==> src/rtl/seq_mult_16_if.sv <==
// Start/done handshake bundle for the sequential 16x16 multiplier.
interface seq_mult_16_if;
   logic        start;
   logic [15:0] a;
   logic [15:0] b;
   logic        busy;
   logic        done;
   logic [31:0] product;

   modport master (output start, a, b, input busy, done, product);
   modport slave  (input start, a, b, output busy, done, product);
endinterface

==> src/rtl/seq_mult_16.sv <==
// Radix-2 shift-add unsigned multiplier, 16x16 -> 32, built around one
// kogge_stone_16 adder that is reused once per iteration.
module kogge_stone_16 (
   input  logic [15:0] a,
   input  logic [15:0] b,
   input  logic        cin,
   output logic [15:0] sum,
   output logic        cout
);
   logic [15:0] g0, p0, g1, p1, g2, p2, g3, p3, g4, p4;
   logic [16:0] c;

   // Prefix levels at span 1, 2, 4, 8; low bits keep their already-complete groups.
   assign g0 = a & b;
   assign p0 = a ^ b;
   assign g1 = g0 | (p0 & {g0[14:0], 1'b0});
   assign p1 = p0 & {p0[14:0], 1'b1};
   assign g2 = g1 | (p1 & {g1[13:0], 2'b00});
   assign p2 = p1 & {p1[13:0], 2'b11};
   assign g3 = g2 | (p2 & {g2[11:0], 4'h0});
   assign p3 = p2 & {p2[11:0], 4'hF};
   assign g4 = g3 | (p3 & {g3[7:0], 8'h00});
   assign p4 = p3 & {p3[7:0], 8'hFF};
   assign c    = {g4 | (p4 & {16{cin}}), cin};
   assign sum  = p0 ^ c[15:0];
   assign cout = c[16];
endmodule

module seq_mult_16 (
   input  logic               clk,
   input  logic               rst,
   seq_mult_16_if.slave       bus
);
   localparam int unsigned W  = 16;
   localparam int unsigned CW = 4;

   typedef enum logic [1:0] {IDLE = 2'd0, RUN = 2'd1, DONE = 2'd2} state_t;

   state_t          state_q, state_d;
   logic [W-1:0]    m_q, m_d;
   logic [W-1:0]    acc_q, acc_d;
   logic [W-1:0]    q_q, q_d;
   logic [CW-1:0]   cnt_q, cnt_d;
   logic            busy_q, busy_d;
   logic            done_q, done_d;
   logic [2*W-1:0]  product_q, product_d;

   logic [W-1:0]    add_sum;
   logic            add_cout;
   logic [W:0]      step;

   kogge_stone_16 u_add (
      .a    (acc_q),
      .b    (m_q),
      .cin  (1'b0),
      .sum  (add_sum),
      .cout (add_cout)
   );

   // Partial-product select: add M only when the current multiplier bit is set.
   assign step = q_q[0] ? {add_cout, add_sum} : {1'b0, acc_q};

   always_comb begin
      state_d   = state_q;
      m_d       = m_q;
      acc_d     = acc_q;
      q_d       = q_q;
      cnt_d     = cnt_q;
      product_d = product_q;
      unique case (state_q)
         IDLE: begin
            if (bus.start) begin
               m_d     = bus.a;
               q_d     = bus.b;
               acc_d   = '0;
               cnt_d   = '0;
               state_d = RUN;
            end
         end
         RUN: begin
            acc_d = step[W:1];
            q_d   = {step[0], q_q[W-1:1]};
            cnt_d = cnt_q + CW'(1);
            if (cnt_q == CW'(W - 1)) begin
               product_d = {step[W:1], step[0], q_q[W-1:1]};
               state_d   = DONE;
            end
         end
         DONE:    state_d = IDLE;
         default: state_d = IDLE;
      endcase
      busy_d = (state_d != IDLE);
      done_d = (state_d == DONE);
   end

   always_ff @(posedge clk or posedge rst) begin
      if (rst) begin
         state_q   <= IDLE;
         m_q       <= '0;
         acc_q     <= '0;
         q_q       <= '0;
         cnt_q     <= '0;
         busy_q    <= 1'b0;
         done_q    <= 1'b0;
         product_q <= '0;
      end else begin
         state_q   <= state_d;
         m_q       <= m_d;
         acc_q     <= acc_d;
         q_q       <= q_d;
         cnt_q     <= cnt_d;
         busy_q    <= busy_d;
         done_q    <= done_d;
         product_q <= product_d;
      end
   end

   assign bus.busy    = busy_q;
   assign bus.done    = done_q;
   assign bus.product = product_q;
endmodule
==> src/flat_wrapper.sv <==
// flat-port wrapper written by rule: the top's interface ports become plain ports
module seq_mult_16_flat 
  (clk, rst, bus_start, bus_a, bus_b, bus_busy, bus_done, bus_product);
  seq_mult_16_if bus_i ();
  input  logic clk;
  input  logic rst;
  input wire logic [$bits(bus_i.start)-1:0] bus_start;
  input wire logic [$bits(bus_i.a)-1:0] bus_a;
  input wire logic [$bits(bus_i.b)-1:0] bus_b;
  output wire logic [$bits(bus_i.busy)-1:0] bus_busy;
  output wire logic [$bits(bus_i.done)-1:0] bus_done;
  output wire logic [$bits(bus_i.product)-1:0] bus_product;
  assign bus_i.start = bus_start;
  assign bus_i.a = bus_a;
  assign bus_i.b = bus_b;
  assign bus_busy = bus_i.busy;
  assign bus_done = bus_i.done;
  assign bus_product = bus_i.product;
  seq_mult_16 u_core (.clk(clk), .rst(rst), .bus(bus_i));
endmodule
==> config.mk <==
export PLATFORM = sky130hd
export DESIGN_NAME = seq_mult_16_flat
export DESIGN_NICKNAME = d
export VERILOG_FILES = /design/src/rtl/seq_mult_16_if.sv /design/src/rtl/seq_mult_16.sv /design/src/flat_wrapper.sv
export SDC_FILE = /design/constraint.sdc
export NUM_CORES = 1
export LEC_CHECK = 0
export CELL_PAD_IN_SITES_DETAIL_PLACEMENT = 1
export CELL_PAD_IN_SITES_GLOBAL_PLACEMENT = 2
export CORE_MARGIN = 2
export CORE_UTILIZATION = 31
export CTS_CLUSTER_DIAMETER = 200
export DETAILED_ROUTE_END_ITERATION = 7
export HOLD_SLACK_MARGIN = 0.03
export PLACE_DENSITY_LB_ADDON = 0.25
export SYNTH_ARGS = -nofsm -noshare
export SYNTH_HDL_FRONTEND = slang
export SYNTH_SLANG_ARGS = --single-unit
export TNS_END_PERCENT = 1
==> constraint.sdc <==
create_clock -name clk -period 2.95 [get_ports clk]
set_input_delay 0.59 -clock clk [delete_from_list [all_inputs] [get_ports clk]]
set_output_delay 0.59 -clock clk [all_outputs]
set_load 0.02 [all_outputs]
Word level (Yosys, flattened, before mapping)
Cells that the tools add are included.

word-level totals
  register bits after elaboration = 88
  bits in latches = 0
  memory bits (writable) = 0
  memory bits (read-only) = 0
  input port bits = 35
  output and inout bits = 34
  logic and storage cells = 43
  memories = 0

operators by class
  $add $sub $neg = 1
  $mul = 0
  divide/modulo/power cells = 0
  magnitude comparators = 0
  equal/unequal tests = 4
  shift operators = 0
  mux-type cells = 10
  bitwise gates (word level) = 14
  reductions and logical operators = 6

operator list
  operator                                                         count
  16-bit AND                                                       8
  16-bit bitwise OR                                                4
  16-bit case mux with 2 select lines                              2
  16-bit 2-to-1 mux                                                2
  16-bit bitwise XOR                                               2
  17-bit 2-to-1 mux                                                1
  4-bit case mux with 2 select lines                               1
  2-bit AND reduction                                              3
  4-bit by 1-bit adder with 4-bit output, second input constant    1
  4-bit == test, second input constant                             1
  2-bit 2-to-1 mux                                                 2
  4-bit 2-to-1 mux                                                 1
  2-bit case mux with 2 select lines                               1
  2-bit nonzero test                                               2
  2-bit by 1-bit == test with 1-bit output, second input constant  1
  2-bit == test, second input constant                             1
  2-bit logical NOT                                                1
  2-bit inequality test, second input constant                     1

Logic depth before layout (Yosys ltp)
  depth after elaboration = 12
  gate-level depth with buffers = 9
  gate-level depth less buffers = 9

Hierarchy
From an unflattened synthesis, not the netlist that was laid out.

second synthesis, totals
  cell total of the unflattened synthesis = 373
  area total of the unflattened synthesis = 4469.3 sq um

modules (own cells, without submodules)
  module          times used  cells each  area an instance (sq um)  seq. area each (sq um)
  seq_mult_16     1           257         3633.5                    2202.1
  kogge_stone_16  1           116         835.8                     0.0

Worst setup path after synthesis
OpenSTA, ideal clock, no wires.

  path type = flip-flop to flip-flop
  start = register u_core.acc_q[0]
  end = register u_core.acc_q[15]
  library setup time = 0.122 ns
  arrival = 2.411 ns
  data required time = 2.828 ns
  setup slack = 0.417 ns
  cell stages (with the launch flop) = 10
  buffers on the path = 0
  period minus slack after synthesis = 2.533 ns
  path through = dfrtp_1 ha_1 fa_1 a21o_1 a221oi_2 o21ai_4 a31oi_4 a21oi_2 a211o_1 a32o_1

between the ends
  cells in the longest elaborated chain, start to end = 11

ends and longest elaborated chain
  element                              line                text
  start: declaration                   seq_mult_16.sv:41   logic [W-1:0] acc_q, acc_d;
  start signal: assignment             seq_mult_16.sv:100  acc_q <= '0;
  start signal: assignment             seq_mult_16.sv:109  acc_q <= acc_d;
  16-bit AND                           seq_mult_16.sv:14   assign g0 = a & b;
  16-bit AND                           seq_mult_16.sv:16   assign g1 = g0 | (p0 & {g0[14:0], 1'b0});
  16-bit bitwise OR                    seq_mult_16.sv:16
  16-bit AND                           seq_mult_16.sv:18   assign g2 = g1 | (p1 & {g1[13:0], 2'b00});
  16-bit bitwise OR                    seq_mult_16.sv:18
  16-bit AND                           seq_mult_16.sv:20   assign g3 = g2 | (p2 & {g2[11:0], 4'h0});
  16-bit bitwise OR                    seq_mult_16.sv:20
  16-bit AND                           seq_mult_16.sv:22   assign g4 = g3 | (p3 & {g3[7:0], 8'h00});
  16-bit bitwise OR                    seq_mult_16.sv:22
  17-bit 2-to-1 mux                    seq_mult_16.sv:61   assign step = q_q[0] ? {add_cout, add_sum} : {1'b0, acc_q};
  16-bit case mux with 2 select lines  seq_mult_16.sv:70   unique case (state_q)

No other way between the ends.
A chain may end at the register's enable or synchronous reset.

Worst setup path after layout
Same ends and word-level chain as after synthesis.

==> reports/qor.csv <==
metric,value,unit
clock tree from TritonCTS,built,
Max-slew headroom,50.3,%
design internal power,3.96,mW
standard-cell rows,43,
Setup Total Neg Slack,0,ns
warning count from the yosys run,0,
post-route insts no fill,678,
pins over their slew limit,0,
Fin Clk Skew,0.00935,ns
routability-driven placement congestion ratio,0.771,
cell area after technology mapping,4290,um^2
antenna violations before repair,0,
Final setup viols,0,
number of levels the H-tree was split into,3,
"Net Count, Synth",478,
hold buffer count at cts,0,
flip-flop and latch count after synthesis,88,
switching pwr,2.75,mW
CTS Buffer Depth,2,
share of the yosys chip area belonging to registers,51.3,%
area added between synthesis and finish,28.4,%
number of port buffers,68,
net count reported at finish,547,
RSZ-0062 raised after global routing,no,
cell types occupying the most area after synthesis,"sky130_fd_sc_hd__dfrtp_1, sky130_fd_sc_hd__nand2_1, sky130_fd_sc_hd__o21ai_0, sky130_fd_sc_hd__ha_1, sky130_fd_sc_hd__mux2_2",
setup ws final,0.192,ns
proportion of power drawn by the clock network,17.0,%
Max-Cap Viols,0,
path type of the worst setup path,flip-flop to flip-flop,
average footprint of a synthesized cell,10.1,um^2
crit path capture type,flip-flop,
status,"complete, no violations",
switching power share of the total,41.0,%
total die area,14800,um^2
post-placement worst setup slack,0.209,ns
library cells used by synthesis,54,
final wirelength,11400,um
Synth top area share,51.3,%
Via Count,3398,
required time reported for the critical path endpoint,3.18,ns
Routed wire per std cell,16.7,um
via count of the first global-routing pass,3607,
master of the slowest instance on the critical path,sky130_fd_sc_hd__fa_1,
root buffer cell,sky130_fd_sc_hd__clkbuf_16,
total leakage power,2.41,nW
"Min Clock Period, post-route",2.76,ns
type of origin of the critical path,flip-flop,
Post-synth EDFFs,0,
"commonest cells after routing, fill and taps aside","sky130_fd_sc_hd__nand2_1, sky130_fd_sc_hd__dfrtp_1, sky130_fd_sc_hd__clkdlybuf4s50_1",
count of antenna-violating nets left after detailed routing,0,
Final Hold Viols,0,
total clock buffers created by CTS,9,
I/O pin count,69,
Tightest Hold Check Type,flip-flop to flip-flop,
ordered cell list for the critical path,ha_1 > fa_1 > a21o_1 > a221oi_2 > o21ai_4 > a31oi_4 > a21oi_2 > a211o_1 > a32o_1,
crit-path max cell delay,0.41,ns
most common library cell in the layout ignoring fill and taps,sky130_fd_sc_hd__nand2_1,
share of layout cells above drive strength 1,11.2,%
fmax,363,MHz
fraction of synthesis flops using an asynchronous set or reset pin,100,%
clock transition at the register clock pins on the worst setup and hold paths after CTS,0.06,ns
floorplan die width,122,um
maximum fanout encountered on the critical timing path,4,
worst vdd ir,0.000355,V
1st-pass router iterations,6,
GRT Total Usage,16.6,%
clk sinks,88,
antenna diode instance count,0,
actual transition at the worst max-transition pin,0.745,ns
routed vias/inst,5.01,
cell taking the most area after synthesis,sky130_fd_sc_hd__dfrtp_1,
final cell utilization of the core,40.2,%
core outline area,13700,um^2
global-route wire length before repair,19000,um
Clock Latency Late Sink,0.35,ns
post-CTS setup repair buffer count,0,
drt first-iter violations,187,
HPWL Detailed,7550,um
post-synthesis instance total,425,
largest net degree at the start of global routing,89,
final instance area,5510,um^2
pwr dens,1220,nW/um^2
Starting Density,31.3,%
Post-route DRC,0,
Die H,122,um
final worst path period share,93.5,%
sequential share of power,32.3,%
share of total power in combinational logic,50.6,%
placed inst area,5220,um^2
Worst Path Arrival,2.98,ns
number of instances resized during post-cts repair,0,
overflow left after global routing,0,
most used flip-flop cell after synthesis,sky130_fd_sc_hd__dfrtp_1,
cell total after placement,663,
-- power by group through the flow --
stage / combinational [mW] / sequential (mW) / clock [mW]
final: 3.40 / 2.17 / 1.14
after global routing: 3.81 / 2.25 / 1.23
after CTS: 3.45 / 2.18 / 1.18
after detailed placement: 3.43 / 2.20 / 0
after global placement: 3.34 / 2.17 / 0
after floorplan: 2.16 / 2.29 / 0
-- layer usage --
layer | share of wire [%] | track usage [%] | vias to the layer above
met5 | 0 | 0 | -
met4 | 1.1 | 4.45 | 0
met3 | 3.0 | 3.98 | 10
met2 | 46 | 25.8 | 45
met1 | 49 | 23.1 | 1701
li1 | - | - | 1642
-- registers in the layout, indices dropped and copies added, names as in the netlist --
signal and count:
u_core.acc_q 16, u_core.bus.busy 1, u_core.bus.done 1, u_core.bus.product 32, u_core.cnt_q 4, u_core.m_q 16
u_core.q_q 16, u_core.state_q 2
-- worst max-delay path, delay by kind of cell, from the launching register on --
family	cells	cell delay (ns)
compound gates	7	1.61
fa+ha+maj	2	0.65
flops	1	0.40
-- synth_stat cells, types with 2 or more instances --
master	count
sky130_fd_sc_hd__a21o_1	4
sky130_fd_sc_hd__a21oi_1	15
sky130_fd_sc_hd__a21oi_2	2
sky130_fd_sc_hd__a22oi_1	15
sky130_fd_sc_hd__a32o_1	2
sky130_fd_sc_hd__a32oi_1	2
sky130_fd_sc_hd__and3_1	4
sky130_fd_sc_hd__and3_2	2
sky130_fd_sc_hd__clkbuf_1	20
sky130_fd_sc_hd__clkinv_1	2
sky130_fd_sc_hd__dfrtp_1	88
sky130_fd_sc_hd__ha_1	17
sky130_fd_sc_hd__inv_1	5
sky130_fd_sc_hd__mux2_2	16
sky130_fd_sc_hd__mux2i_1	12
sky130_fd_sc_hd__nand2_1	96
sky130_fd_sc_hd__nand2b_1	2
sky130_fd_sc_hd__nand3_1	4
sky130_fd_sc_hd__nand3b_1	3
sky130_fd_sc_hd__nand4_1	5
sky130_fd_sc_hd__nor2_1	9
sky130_fd_sc_hd__nor2b_1	4
sky130_fd_sc_hd__nor3_1	4
sky130_fd_sc_hd__o211ai_1	4
sky130_fd_sc_hd__o21ai_0	48
sky130_fd_sc_hd__o21ai_2	2
sky130_fd_sc_hd__o21bai_1	2
sky130_fd_sc_hd__xnor2_1	6
sky130_fd_sc_hd__xor2_1	5
-- metrics by stage --
stage | total power, mW | hold WS [ns]
after floorplan | 4.45 | 0.461
after global placement | 5.51 | 0.459
after detailed placement | 5.62 | 0.465
after CTS | 6.82 | 0.484
after global routing | 7.30 | 0.494
final | 6.71 | 0.474
-- path summary, 6_finish.rpt --
path                                               startpoint                                  to  slack, ns  cells after the start
max in group asynchronous                                 rst  u_core.bus.product[29]$_DFFE_PP0P_       1.90                      3
max                               u_core.acc_q[0]$_DFFE_PP0P_        u_core.acc_q[15]$_DFFE_PP0P_       0.19                      9
min                        u_core.bus.product[12]$_DFFE_PP0P_  u_core.bus.product[12]$_DFFE_PP0P_       0.47                      2
min in group asynchronous                                 rst  u_core.bus.product[10]$_DFFE_PP0P_       0.67                      3
max reg2reg                       u_core.acc_q[0]$_DFFE_PP0P_        u_core.acc_q[15]$_DFFE_PP0P_       0.19                      9
min reg2reg                u_core.bus.product[12]$_DFFE_PP0P_  u_core.bus.product[12]$_DFFE_PP0P_       0.47                      2
-- logic make-up (layout without fill, tap and decap cells) --
family	count (synthesis)	count (layout)	share of synthesized area (%)
DFF	88	88	51.3
xor gates and xnor gates	11	11	2.24
buffers and inverters	29	102	2.56
adders and majority gates	18	18	5.42
muxes	28	28	6.99
AOI/OAI and AO/OA	113	113	17.5
and+or+nand+nor	138	138	14.0
-- layout make-up --
type	count	area, um^2
clock inverter	3	42.5
tap	180	225
timing repair buffer	80	783
multi-input combinational	308	1990
clock buffer	12	246
inverter	7	27.5
fill	1535	8210
sequential	88	2200
Note: power is estimated with default switching activity, not from simulation.
==> variant 1 (same flow settings) <==
Re-encode `state_t` (3 states) as one-hot, 3 bits wide.
--- a/src/rtl/seq_mult_16.sv
+++ b/src/rtl/seq_mult_16.sv
@@ -35,5 +35,5 @@
    localparam int unsigned CW = 4;
 
-   typedef enum logic [1:0] {IDLE = 2'd0, RUN = 2'd1, DONE = 2'd2} state_t;
+   typedef enum logic [2:0] {IDLE = 3'b001, RUN = 3'b010, DONE = 3'b100} state_t;
 
    state_t          state_q, state_d;
Function: same outputs for any inputs over 10 cycles, from zero or initial values and one cycle with rst high; not proved beyond that.
==> variant 1 against the unedited design <==
- sequential cell count grew 1
- final cell count grew 7.4%
- non-clock buffer count shrank 3
- cell area is essentially flat
- critical path type unchanged
- synthesized area grew 0.32%
- critical endpoint is now u_core.bus.product[31]
- clock skew shrank 1.5 ps
- routed wire length shrank 1.0%
- largest power group is now registers
- first-iteration DRC count shrank 20%
- worst setup slack gained 130 ps
- power shrank 30%
- synthesized cell count grew 14%
==> variant 1: results (changes against the unedited design) <==
{
  "globalRouteMet3Util": {"value": 3.46, "unit": "%", "change": "-0.51 points"},
  "half_perimeter_wire_length_after_detailed_placement": {"value": 8110, "unit": "µm", "change": "+7.4%"},
  "drt_iter0_markers": {"value": 150, "change": "-20%"},
  "place_congestion": {"value": 0.796, "change": "+3.2%"},
  "synth.top_cells.by_count": "160 x sky130_fd_sc_hd__nand2_1, 88 x sky130_fd_sc_hd__dfrtp_1, 28 x sky130_fd_sc_hd__clkbuf_1",
  "layoutNonFillerInstCount": {"value": 728, "change": "+7.4%"},
  "synth.distinct_cells": {"value": 47, "change": "-13%"},
  "route.vias.total": {"value": 3575, "change": "+5.2%"},
  "dp_worst_setup_slack": {"value": 312, "unit": "ps", "change": "+103 ps"},
  "synth_mux_area_share": {"value": 2.32, "unit": "%", "change": "-4.7 points"},
  "num-nets-final": {"value": 596, "change": "+9.0%"},
  "ys_top_cells_by_area": "sky130_fd_sc_hd__dfrtp_1 51%, sky130_fd_sc_hd__nand2_1 14%, sky130_fd_sc_hd__ha_1 4.9%, sky130_fd_sc_hd__o21ai_1 3.0%, sky130_fd_sc_hd__a31oi_1 2.9%",
  "p_seq": {"value": 0.00181, "unit": "W", "change": "-17%"},
  "synth-seq-area-share": {"value": 51.7, "unit": "%", "change": "+0.45 points"},
  "detailroute.wirelength.met2": {"value": 5280, "unit": "µm", "change": "+0.38%"},
  "dp.cells": {"value": 712, "change": "+7.4%"},
  "synthAdderAreaFrac": {"value": 5.40, "unit": "%", "change": "-0.017 points"},
  "syn-mean-instance-area": {"value": 8.88, "unit": "µm²", "change": "-12%"},
  "outcome": "complete, no violations",
  "grt_use_met2": {"value": 27.5, "unit": "%", "change": "+1.6 points"},
  "final_layout_size_suffix_gt1_share": {"value": 6.02, "unit": "%", "change": "-5.2 points"},
  "drtPass1Iterations": {"value": 4, "change": "-2"},
  "crit_path_max_fanout": {"value": 3, "change": "-1"},
  "placed_area": {"value": 5220, "unit": "µm²", "change": "-0.17%"},
  "ir_drop": {"value": 324, "unit": "µV", "change": "-8.8%"},
  "final.setup_skew": {"value": 7.87, "unit": "ps", "change": "-1.48 ps"},
  "grt_util_met1": {"value": 22.2, "unit": "%", "change": "-0.94 points"},
  "wire_length_of_the_first_global_routing_pass": {"value": 19400, "unit": "µm", "change": "+2.1%"},
  "synth_compound_area_share": {"value": 14.3, "unit": "%", "change": "-3.2 points"}
}
==> variant 1: worst paths after layout <==
check	from	to	slack [ps]	cells past startpoint
max	u_core.acc_q[0]	u_core.bus.product[31]	330	9
min	u_core.cnt_q[3]	u_core.cnt_q[3]	470	1
max reg2reg	u_core.acc_q[0]	u_core.bus.product[31]	330	9
min reg2reg	u_core.cnt_q[3]	u_core.cnt_q[3]	470	1
max in group asynchronous	rst	u_core.m_q[8]	1680	3
min in group asynchronous	rst	u_core.bus.product[10]	670	2
==> variant 1: critical path, delay by kind of cell, from the launching register on <==
| kind | cells | cell delay [ps] |
|---|---|---|
| DFF | 1 | 390 |
| AOI/OAI and AO/OA | 6 | 1390 |
| adders and majority gates | 2 | 640 |
| and+or+nand+nor | 1 | 90 |
==> variant 1: final cells by class <==
type / instances / area, µm²
tap: 180 / 225
sequential: 89 / 2230
clock inverter: 2 / 38.8
timing repair buffer: 77 / 773
clock buffer: 14 / 264
multi-input combinational: 358 / 1960
fill: 1591 / 8200
inverter: 8 / 31.3
==> variant 2 (config.mk and constraints unchanged) <==
Made on the original files. Set the localparam `CW` to 2 (it was 4).
--- a/src/rtl/seq_mult_16.sv
+++ b/src/rtl/seq_mult_16.sv
@@ -33,5 +33,5 @@
 );
    localparam int unsigned W  = 16;
-   localparam int unsigned CW = 4;
+   localparam int unsigned CW = 2;
 
    typedef enum logic [1:0] {IDLE = 2'd0, RUN = 2'd1, DONE = 2'd2} state_t;
Behaviour: not the same (Yosys sat finds a counterexample within 10 cycles, from zero or initial values and one cycle with rst high).
==> variant 2 against the unedited design <==
- clock power shrank 8%
- cell area shrank 2.7%
- routed wire length down 1.1%
- non-clock buffer count unchanged
- synthesized area shrank 3.0%
- clock skew fell by 2.7 ps
- power is 6.4% lower
- worst setup slack improved by 100 ps
- sequential cell count down 2
- critical path type unchanged
==> variant 2: results (changes against the unedited design) <==
{
  "outcome": "complete, no violations",
  "ys_top_cells_by_area": "sky130_fd_sc_hd__dfrtp_1 52%, sky130_fd_sc_hd__nand2_1 8.7%, sky130_fd_sc_hd__o21ai_0 5.3%, sky130_fd_sc_hd__ha_1 5.1%, sky130_fd_sc_hd__mux2_2 4.3%",
  "grtUsageTotal": {"value": 17.0, "unit": "%", "change": "+0.42 points"},
  "slew-limit-headroom": {"value": 48.6, "unit": "%", "change": "-1.7 points"},
  "drtPass1Iterations": {"value": 4, "change": "-2"},
  "route.vias.total": {"value": 3320, "change": "-2.3%"},
  "wire_length_of_the_first_global_routing_pass": {"value": 18800, "unit": "µm", "change": "-1.1%"},
  "routedLengthMet1": {"value": 5430, "unit": "µm", "change": "-3.2%"},
  "grt_util_met1": {"value": 22.4, "unit": "%", "change": "-0.69 points"},
  "final.setup_skew": {"value": 6.63, "unit": "ps", "change": "-2.72 ps"},
  "p_seq": {"value": 0.00210, "unit": "W", "change": "-3%"},
  "intPower": {"value": 0.00365, "unit": "W", "change": "-7.7%"},
  "synth-seq-area-share": {"value": 51.7, "unit": "%", "change": "+0.39 points"},
  "vias_in_the_first_global_route": {"value": 3554, "change": "-1.5%"},
  "worst_r2r_path_depth": {"value": 8, "change": "-1"},
  "timing.critical_path.arrival": {"value": 2860, "unit": "ps", "change": "-120 ps"},
  "nFillCells": {"value": 1484, "change": "-3.3%"},
  "met3WireLength": {"value": 426, "unit": "µm", "change": "+23%"},
  "ir_drop": {"value": 462, "unit": "µV", "change": "+30%"},
  "total_leakage_power": {"value": 2.38, "unit": "nW", "change": "-1.0%"},
  "drt_wl_total": {"value": 11200, "unit": "µm", "change": "-1.1%"},
  "synth.top_cells.by_count": "96 x sky130_fd_sc_hd__nand2_1, 86 x sky130_fd_sc_hd__dfrtp_1, 44 x sky130_fd_sc_hd__o21ai_0",
  "synthesized_netlist_net_count": {"value": 470, "change": "-1.7%"},
  "globalRouteMet3Util": {"value": 4.85, "unit": "%", "change": "+0.87 points"},
  "drt_iter0_markers": {"value": 121, "change": "-35%"}
}
variant 2: cell families after synthesis:
group / count (synthesis) / share of synthesized area, %
and+or+nand+nor: 132 / 13.7
AOI/OAI and AO/OA: 118 / 18.1
DFF: 86 / 51.7
buffers and inverters: 29 / 2.64
muxes: 24 / 6.25
adders and majority gates: 18 / 5.59
xor gates and xnor gates: 10 / 2.10
variant 2: metrics by stage:
step           hold slack [ps]  power, W  worst slack [ps]  instances
5_1_grt                    496   0.00681               130        669
3_3_place_gp               460   0.00518               436        653
2_1_floorplan              461   0.00414               138        417
3_5_place_dp               465   0.00528               270        653
4_1_cts                    481   0.00638               274        669
6_report                   471   0.00628               295        669
variant 2: path summary, 6_finish.rpt:
kind                                         from                     end  slack (ps)
setup / recovery                  u_core.acc_q[0]         u_core.acc_q[9]         290
hold / removal             u_core.bus.product[14]  u_core.bus.product[14]         470
setup reg to reg                  u_core.acc_q[0]         u_core.acc_q[9]         290
hold reg to reg            u_core.bus.product[14]  u_core.bus.product[14]         470
max in group asynchronous                     rst   u_core.bus.product[4]        1730
min in group asynchronous                     rst          u_core.q_q[14]         570
variant 2: cell type report:
cell class / instances / area (µm²) / share of cell area, %
repair buffers: 80 / 783 / 14.6
flip-flops and latches: 86 / 2150 / 40.1
clock buffers: 12 / 246 / 4.59
clock inverters: 4 / 22.5 / 0.420
well taps: 176 / 220 / 4.10
inverters: 9 / 35.0 / 0.653
multi-input cells: 302 / 1910 / 35.5
variant 2: worst min-delay path, stage by stage (launching register included):
cell	delay [ps]
sky130_fd_sc_hd__dfrtp_1	340
sky130_fd_sc_hd__nand2_1	50
sky130_fd_sc_hd__nand2_1	50
